$ cat config.mk
export PLATFORM = sky130hd
export DESIGN_NAME = sio_target_link
export DESIGN_NICKNAME = d
export VERILOG_FILES = /design/src/rtl/sio_target_link.sv
export SDC_FILE = /design/constraint.sdc
export NUM_CORES = 1
export LEC_CHECK = 0
export CAP_MARGIN = 15
export CORE_MARGIN = 2
export CORE_UTILIZATION = 43
export CTS_BUF_LIST = sky130_fd_sc_hd__clkbuf_4 sky130_fd_sc_hd__clkbuf_8 sky130_fd_sc_hd__clkbuf_16
export DETAILED_ROUTE_END_ITERATION = 7
export GPL_TIMING_DRIVEN = 0
export PLACE_DENSITY = 0.77
export SLEW_MARGIN = 30
export SYNTH_ARGS = -nofsm -noshare
export SYNTH_HDL_FRONTEND = slang
export SYNTH_SLANG_ARGS = --single-unit
export TNS_END_PERCENT = 10
$ cat constraint.sdc
create_clock -name clk_sys_i -period 5.7 [get_ports clk_sys_i]
set_clock_uncertainty 0.05 [all_clocks]
set_input_delay 0.57 -clock clk_sys_i [delete_from_list [all_inputs] [get_ports clk_sys_i]]
set_output_delay 0.57 -clock clk_sys_i [all_outputs]
set_load 0.02 [all_outputs]
$ cat src/rtl/sio_target_link.sv
// Target-side link layer for the serial remote-IO protocol.
// Deframes 29-nibble host frames (start, addr, data, stream, crc16-usb),
// strobes good frames to register logic, then returns an 18-cycle reply
// after TURN cycles and ignores the line for GUARD cycles afterwards.
// Optional build macro SIO_NAK_EN: a CRC-failed frame is answered with a
// NAK reply (data 0, status 4'hE) instead of being silently dropped.
//
// state  | meaning
// S_IDLE | line idle, waiting for start nibble 4'h0
// S_RX   | shifting in the 28 post-start nibbles
// S_TURN | turnaround before driving the reply
// S_TX   | driving preamble, start, data, stream, crc
// S_GUARD| line released, rx still ignored
module sio_target_link #(
  parameter int unsigned TURN  = 4,
  parameter int unsigned GUARD = 2
) (
  input  logic        clk_sys_i,
  input  logic        rst_i,
  input  logic [3:0]  rd_i,
  output logic [3:0]  td_o,
  output logic        tq_o,
  output logic        wr_valid_o,
  output logic [15:0] wr_addr_o,
  output logic [63:0] wr_data_o,
  output logic [15:0] rx_stream_o,
  output logic        crc_err_o,
  output logic        frame_err_o,
  input  logic [31:0] rd_data_i,
  input  logic [11:0] tx_stream_i,
  output logic        busy_o
);

  typedef enum logic [2:0] {S_IDLE, S_RX, S_TURN, S_TX, S_GUARD} state_t;

  state_t        state_q, state_d;
  logic [4:0]    rx_cnt_q;
  logic [111:0]  asm_q;
  logic [15:0]   rx_crc_q;
  logic [7:0]    wait_cnt_q;
  logic [4:0]    tx_cnt_q;
  logic [47:0]   tx_sh_q;
  logic [15:0]   tx_crc_q;
  logic          wr_valid_q, crc_err_q, frame_err_q;
  logic [15:0]   wr_addr_q, rx_stream_q;
  logic [63:0]   wr_data_q;
`ifdef SIO_NAK_EN
  logic          nak_q;
`endif

  logic [111:0]  asm_full;
  logic          rx_last, crc_ok, wait_done, tx_last;

  // Reflected crc16 (poly 0x8005, LSB-first) advanced by one nibble.
  function automatic logic [15:0] crc_nib(input logic [15:0] crc, input logic [3:0] nib);
    logic [15:0] c;
    c = crc;
    for (int i = 0; i < 4; i++) begin
      if (c[0] ^ nib[i]) c = (c >> 1) ^ 16'hA001;
      else               c = c >> 1;
    end
    return c;
  endfunction

  // The received crc is the top 16 bits once the final nibble is included.
  assign asm_full  = {rd_i, asm_q[111:4]};
  assign rx_last   = (state_q == S_RX) && (rx_cnt_q == 5'd27);
  assign crc_ok    = (asm_full[111:96] == rx_crc_q);
  assign wait_done = (wait_cnt_q == 8'd0);
  assign tx_last   = (state_q == S_TX) && (tx_cnt_q == 5'd17);

  assign wr_valid_o  = wr_valid_q;
  assign crc_err_o   = crc_err_q;
  assign frame_err_o = frame_err_q;
  assign wr_addr_o   = wr_addr_q;
  assign wr_data_o   = wr_data_q;
  assign rx_stream_o = rx_stream_q;

  // State register.
  always_ff @(posedge clk_sys_i) begin
    if (rst_i) state_q <= S_IDLE;
    else       state_q <= state_d;
  end

  // Next-state logic and line driver outputs.
  always_comb begin
    state_d = state_q;
    td_o    = 4'hF;
    tq_o    = 1'b1;
    busy_o  = (state_q != S_IDLE);
    case (state_q)
      S_IDLE:  if (rd_i == 4'h0) state_d = S_RX;
      S_RX: begin
        if (rx_last) begin
`ifdef SIO_NAK_EN
          state_d = S_TURN;
`else
          state_d = crc_ok ? S_TURN : S_GUARD;
`endif
        end
      end
      S_TURN:  if (wait_done) state_d = S_TX;
      S_TX: begin
        tq_o = 1'b0;
        if (tx_cnt_q == 5'd0)       td_o = 4'hF;
        else if (tx_cnt_q == 5'd1)  td_o = 4'h0;
        else if (tx_cnt_q <= 5'd13) td_o = tx_sh_q[3:0];
        else                        td_o = tx_crc_q[3:0];
        if (tx_last) state_d = S_GUARD;
      end
      S_GUARD: if (wait_done) state_d = S_IDLE;
      default: state_d = S_IDLE;
    endcase
  end

  // Deframing, strobes, wait timers and reply shifter.
  always_ff @(posedge clk_sys_i) begin
    if (rst_i) begin
      rx_cnt_q    <= '0;
      asm_q       <= '0;
      rx_crc_q    <= 16'hFFFF;
      wait_cnt_q  <= '0;
      tx_cnt_q    <= '0;
      tx_sh_q     <= '0;
      tx_crc_q    <= 16'hFFFF;
      wr_valid_q  <= 1'b0;
      crc_err_q   <= 1'b0;
      frame_err_q <= 1'b0;
      wr_addr_q   <= '0;
      wr_data_q   <= '0;
      rx_stream_q <= '0;
`ifdef SIO_NAK_EN
      nak_q       <= 1'b0;
`endif
    end else begin
      wr_valid_q  <= 1'b0;
      crc_err_q   <= 1'b0;
      frame_err_q <= 1'b0;
      case (state_q)
        S_IDLE: begin
          rx_cnt_q <= '0;
          rx_crc_q <= 16'hFFFF;
          if (rd_i != 4'h0 && rd_i != 4'hF) frame_err_q <= 1'b1;
        end
        S_RX: begin
          asm_q    <= asm_full;
          rx_cnt_q <= rx_cnt_q + 5'd1;
          // addr, data and stream[11:0] are the first 23 nibbles
          if (rx_cnt_q < 5'd23) rx_crc_q <= crc_nib(rx_crc_q, rd_i);
          if (rx_last) begin
            if (crc_ok) begin
              wr_valid_q  <= 1'b1;
              wr_addr_q   <= asm_full[15:0];
              wr_data_q   <= asm_full[79:16];
              rx_stream_q <= asm_full[95:80];
              wait_cnt_q  <= 8'(TURN - 1);
`ifdef SIO_NAK_EN
              nak_q       <= 1'b0;
`endif
            end else begin
              crc_err_q   <= 1'b1;
`ifdef SIO_NAK_EN
              nak_q       <= 1'b1;
              wait_cnt_q  <= 8'(TURN - 1);
`else
              wait_cnt_q  <= 8'(GUARD - 1);
`endif
            end
          end
        end
        S_TURN: begin
          tx_cnt_q <= '0;
          if (!wait_done) wait_cnt_q <= wait_cnt_q - 8'd1;
        end
        S_TX: begin
          tx_cnt_q <= tx_cnt_q + 5'd1;
          if (tx_cnt_q == 5'd0) begin
            tx_crc_q <= 16'hFFFF;
`ifdef SIO_NAK_EN
            tx_sh_q  <= nak_q ? {4'hE, tx_stream_i, 32'h0} : {4'h0, tx_stream_i, rd_data_i};
`else
            tx_sh_q  <= {4'h0, tx_stream_i, rd_data_i};
`endif
          end else if (tx_cnt_q >= 5'd2 && tx_cnt_q <= 5'd13) begin
            tx_sh_q <= tx_sh_q >> 4;
            // status nibble (count 13) is outside the reply crc
            if (tx_cnt_q <= 5'd12) tx_crc_q <= crc_nib(tx_crc_q, tx_sh_q[3:0]);
          end else if (tx_cnt_q >= 5'd14) begin
            tx_crc_q <= tx_crc_q >> 4;
          end
          if (tx_last) wait_cnt_q <= 8'(GUARD - 1);
        end
        S_GUARD: begin
          if (!wait_done) wait_cnt_q <= wait_cnt_q - 8'd1;
        end
        default: ;
      endcase
    end
  end

endmodule
==> impl_metrics.env <==
export IMPL_synth_area_top_cells="dfxtp_1, nand2_1, a21oi_1"
export IMPL_firstDrtPassIters=5
export IMPL_ctsHoldBuffers=0
export IMPL_n_antenna_cell=0
export IMPL_grt_use_total=0.204
export IMPL_area_growth_pct=25.7
export IMPL_crit_path_max_fanout=10
export IMPL_vias_per_cell=5.38
export IMPL_cp_start_kind="flop"
export IMPL_r2r_cells=7
export IMPL_irDropWorstVdd_v=0.000241
export IMPL_fillers=2514
export IMPL_hold_viol_final=0
export IMPL_synthFlopType="dfxtp_1"
export IMPL_min_period_ns=3.62
export IMPL_place_hpwl_mm=22.5
export IMPL_grt_max_degree=17
export IMPL_fmax_ghz=0.276
export IMPL_synth_top_cell_by_area="dfxtp_1"
export IMPL_hold_depth=2
export IMPL_grt_pass1_wl_mm=51.8
export IMPL_core_um2=27900
export IMPL_fin_util=0.551
export IMPL_fin_total_pwr_mw=4.63
export IMPL_slew_headroom=0.471
export IMPL_io_buffers=154
export IMPL_grt_pass1_vias=10531
export IMPL_clock_latency_ns=0.57
export IMPL_wl_mm=32.0
export IMPL_die_area_um2=29800
export IMPL_cts_made_buffers=31
export IMPL_cts_tree="built"
export IMPL_pre_cts_ws_ns=2.22
export IMPL_dp_cells=2041
export IMPL_clkTransAtPathRegs_ns=0.06
export IMPL_cap_violations=0
export IMPL_status="finished, final reports clean"
export IMPL_cts_sinks=304
export IMPL_cts_root_buf="clkbuf_16"
export IMPL_cp_data_required_time_ns=5.08
export IMPL_period_share=0.635
export IMPL_slowest_delay_ns=0.66
export IMPL_ys_seq_elements=304
export IMPL_drv_slew=0
export IMPL_fin_tns_setup_ns=0
export IMPL_layout_commonest_cell="nand2_1"
export IMPL_slowest_stage="clkdlybuf4s50_1"
export IMPL_cts_resized=0
export IMPL_fin_ws_ns=2.08
export IMPL_ys_seq_area_frac=0.498
export IMPL_setup_viol=0
export IMPL_path_cells="buf_2, nor2_1, and3_1, buf_2, buf_1, nor2_1, o21ai_0, clkdlybuf4s50_1"
export IMPL_finalNonFillerCells=2099
export IMPL_final_cell_mix="nand2_1, dfxtp_1, a21oi_1"
export IMPL_gp_congestion=0.855
export IMPL_cts_setup_buffers=0
export IMPL_synth_area_um2=12200
export IMPL_fin_nets=1753
export IMPL_path_depth=8
export IMPL_leakage_nw=5.10
export IMPL_rsz0062_at_grt="no"
export IMPL_synth_cell_type_count=66
export IMPL_antenna_found_initial=0
export IMPL_antenna_left=0
export IMPL_first_iter_violations=723
export IMPL_synth_edff_count=0
export IMPL_drc=0
export IMPL_drive_above_1_share=0.0645
export IMPL_p_per_area_nw_per_um2=302
export IMPL_wl_per_cell_um=15.3
export IMPL_yosys_area_top_type_share=0.498
export IMPL_synth_fp_nets=1566
export IMPL_async_flop_share=0
export IMPL_end_kind="output port"
export IMPL_die_h_um=173
export IMPL_rows=61
export IMPL_ys_warn_count=0
export IMPL_path_class="flop to output port"
export IMPL_die_w_um=173
export IMPL_cp_num_buf_inv=4
export IMPL_syn_instance_count=1509
export IMPL_tightestPinTransition_ns=0.791
export IMPL_arrival_ns=3.00
export IMPL_num_vias=11301
export IMPL_grt_overflow=0
export IMPL_path_delay_family="buffers and inverters"
export IMPL_cts_max_level=1
export IMPL_cts_buffer_depth=3
export IMPL_start_util=0.438
export IMPL_pin_count=155
export IMPL_hp_class="flop to flop"
export IMPL_synth_avg_cell_area_um2=8.09
## layer usage
| layer | part of all wire | up-vias | global-route usage |
|---|---|---|---|
| li1 | - | 5603 | - |
| met1 | 0.44 | 5319 | 0.271 |
| met2 | 0.47 | 321 | 0.344 |
| met3 | 0.057 | 58 | 0.0308 |
| met4 | 0.025 | 0 | 0.0641 |
| met5 | 0 | - | 0 |
## worst register-to-register path, delay by kind of cell, from the launching register on
kind	cells	cell delay [ns]
compound gates	2	0.23
buf+inv	2	0.69
xor+xnor	1	0.17
flops	1	0.35
simple gates	2	1.15
## power by group
part | internal, mW | switching [mW]
combinational | 0.105 | 0.194
clock | 1.33 | 0.849
sequential | 2.14 | 0.0164
## sequential cells by signal (all words and copies together), names as in the netlist
name	flops
rx_stream_o	16
tx_crc_q	16
wr_data_o	64
tx_cnt_q	5
asm_q	108
rx_crc_q	16
frame_err_o	1
wr_addr_o	16
state_q	3
tx_sh_q	44
rx_cnt_q	5
wait_cnt_q	8
crc_err_o	1
wr_valid_o	1
## worst paths after layout
path	from	to	slack (ns)
setup reg to reg	asm_q[111]$_SDFFE_PP0N_	wr_data_o[51]$_SDFFE_PP0P_	2.93
setup / recovery	tx_cnt_q[2]$_SDFFE_PP0P_	td_o[1]	2.08
hold / removal	asm_q[6]$_SDFFE_PP0N_	asm_q[6]$_SDFFE_PP0N_	0.41
hold reg to reg	asm_q[6]$_SDFFE_PP0N_	asm_q[6]$_SDFFE_PP0N_	0.41
## kinds of logic (layout without fill, tap and decap cells)
| kind of cell | count (synthesis) | count (layout) | synth area share |
|---|---|---|---|
| adder cells (fa/ha/maj) | 7 | 7 | 0.00717 |
| XOR/XNOR | 42 | 42 | 0.0301 |
| flip-flops | 304 | 304 | 0.498 |
| buffers and inverters | 138 | 350 | 0.0477 |
| AND/OR/NAND/NOR | 574 | 574 | 0.201 |
| multiplexers | 6 | 6 | 0.00512 |
| AO/OA/AOI/OAI | 438 | 438 | 0.210 |
## through the flow
| step | cell area [um^2] | hold WS (ns) |
|---|---|---|
| floorplan | 12200 | 0.387 |
| global placement | 14200 | 0.395 |
| detailed placement | 14200 | 0.399 |
| CTS | 15300 | 0.407 |
| global route | 15300 | 0.428 |
| finish | 15300 | 0.408 |
## final cells by class
| cell class | count | area, um^2 | area share |
|---|---|---|---|
| repair buffers | 154 | 1540 | 0.100 |
| plain buffers | 128 | 546 | 0.0355 |
| inverters | 10 | 37.5 | 0.00245 |
| clock buffers | 41 | 888 | 0.0579 |
| flip-flops and latches | 304 | 6090 | 0.396 |
| well taps | 378 | 473 | 0.0308 |
| clock inverters | 17 | 234 | 0.0152 |
| multi-input cells | 1067 | 5540 | 0.361 |
## synth_stat cells (7+ instances only)
| library cell | count |
|---|---|
| ha_1 | 7 |
| xnor2_1 | 15 |
| clkbuf_1 | 88 |
| dfxtp_1 | 304 |
| buf_1 | 7 |
| a311oi_1 | 42 |
| nand3_1 | 102 |
| inv_1 | 8 |
| o21bai_1 | 23 |
| nor2_1 | 99 |
| a21oi_1 | 218 |
| o21ai_0 | 11 |
| nand2_1 | 305 |
| buf_2 | 25 |
| o21ai_1 | 102 |
| xor2_1 | 27 |
| nor3_1 | 30 |
(Power assumes the default switching activity.)
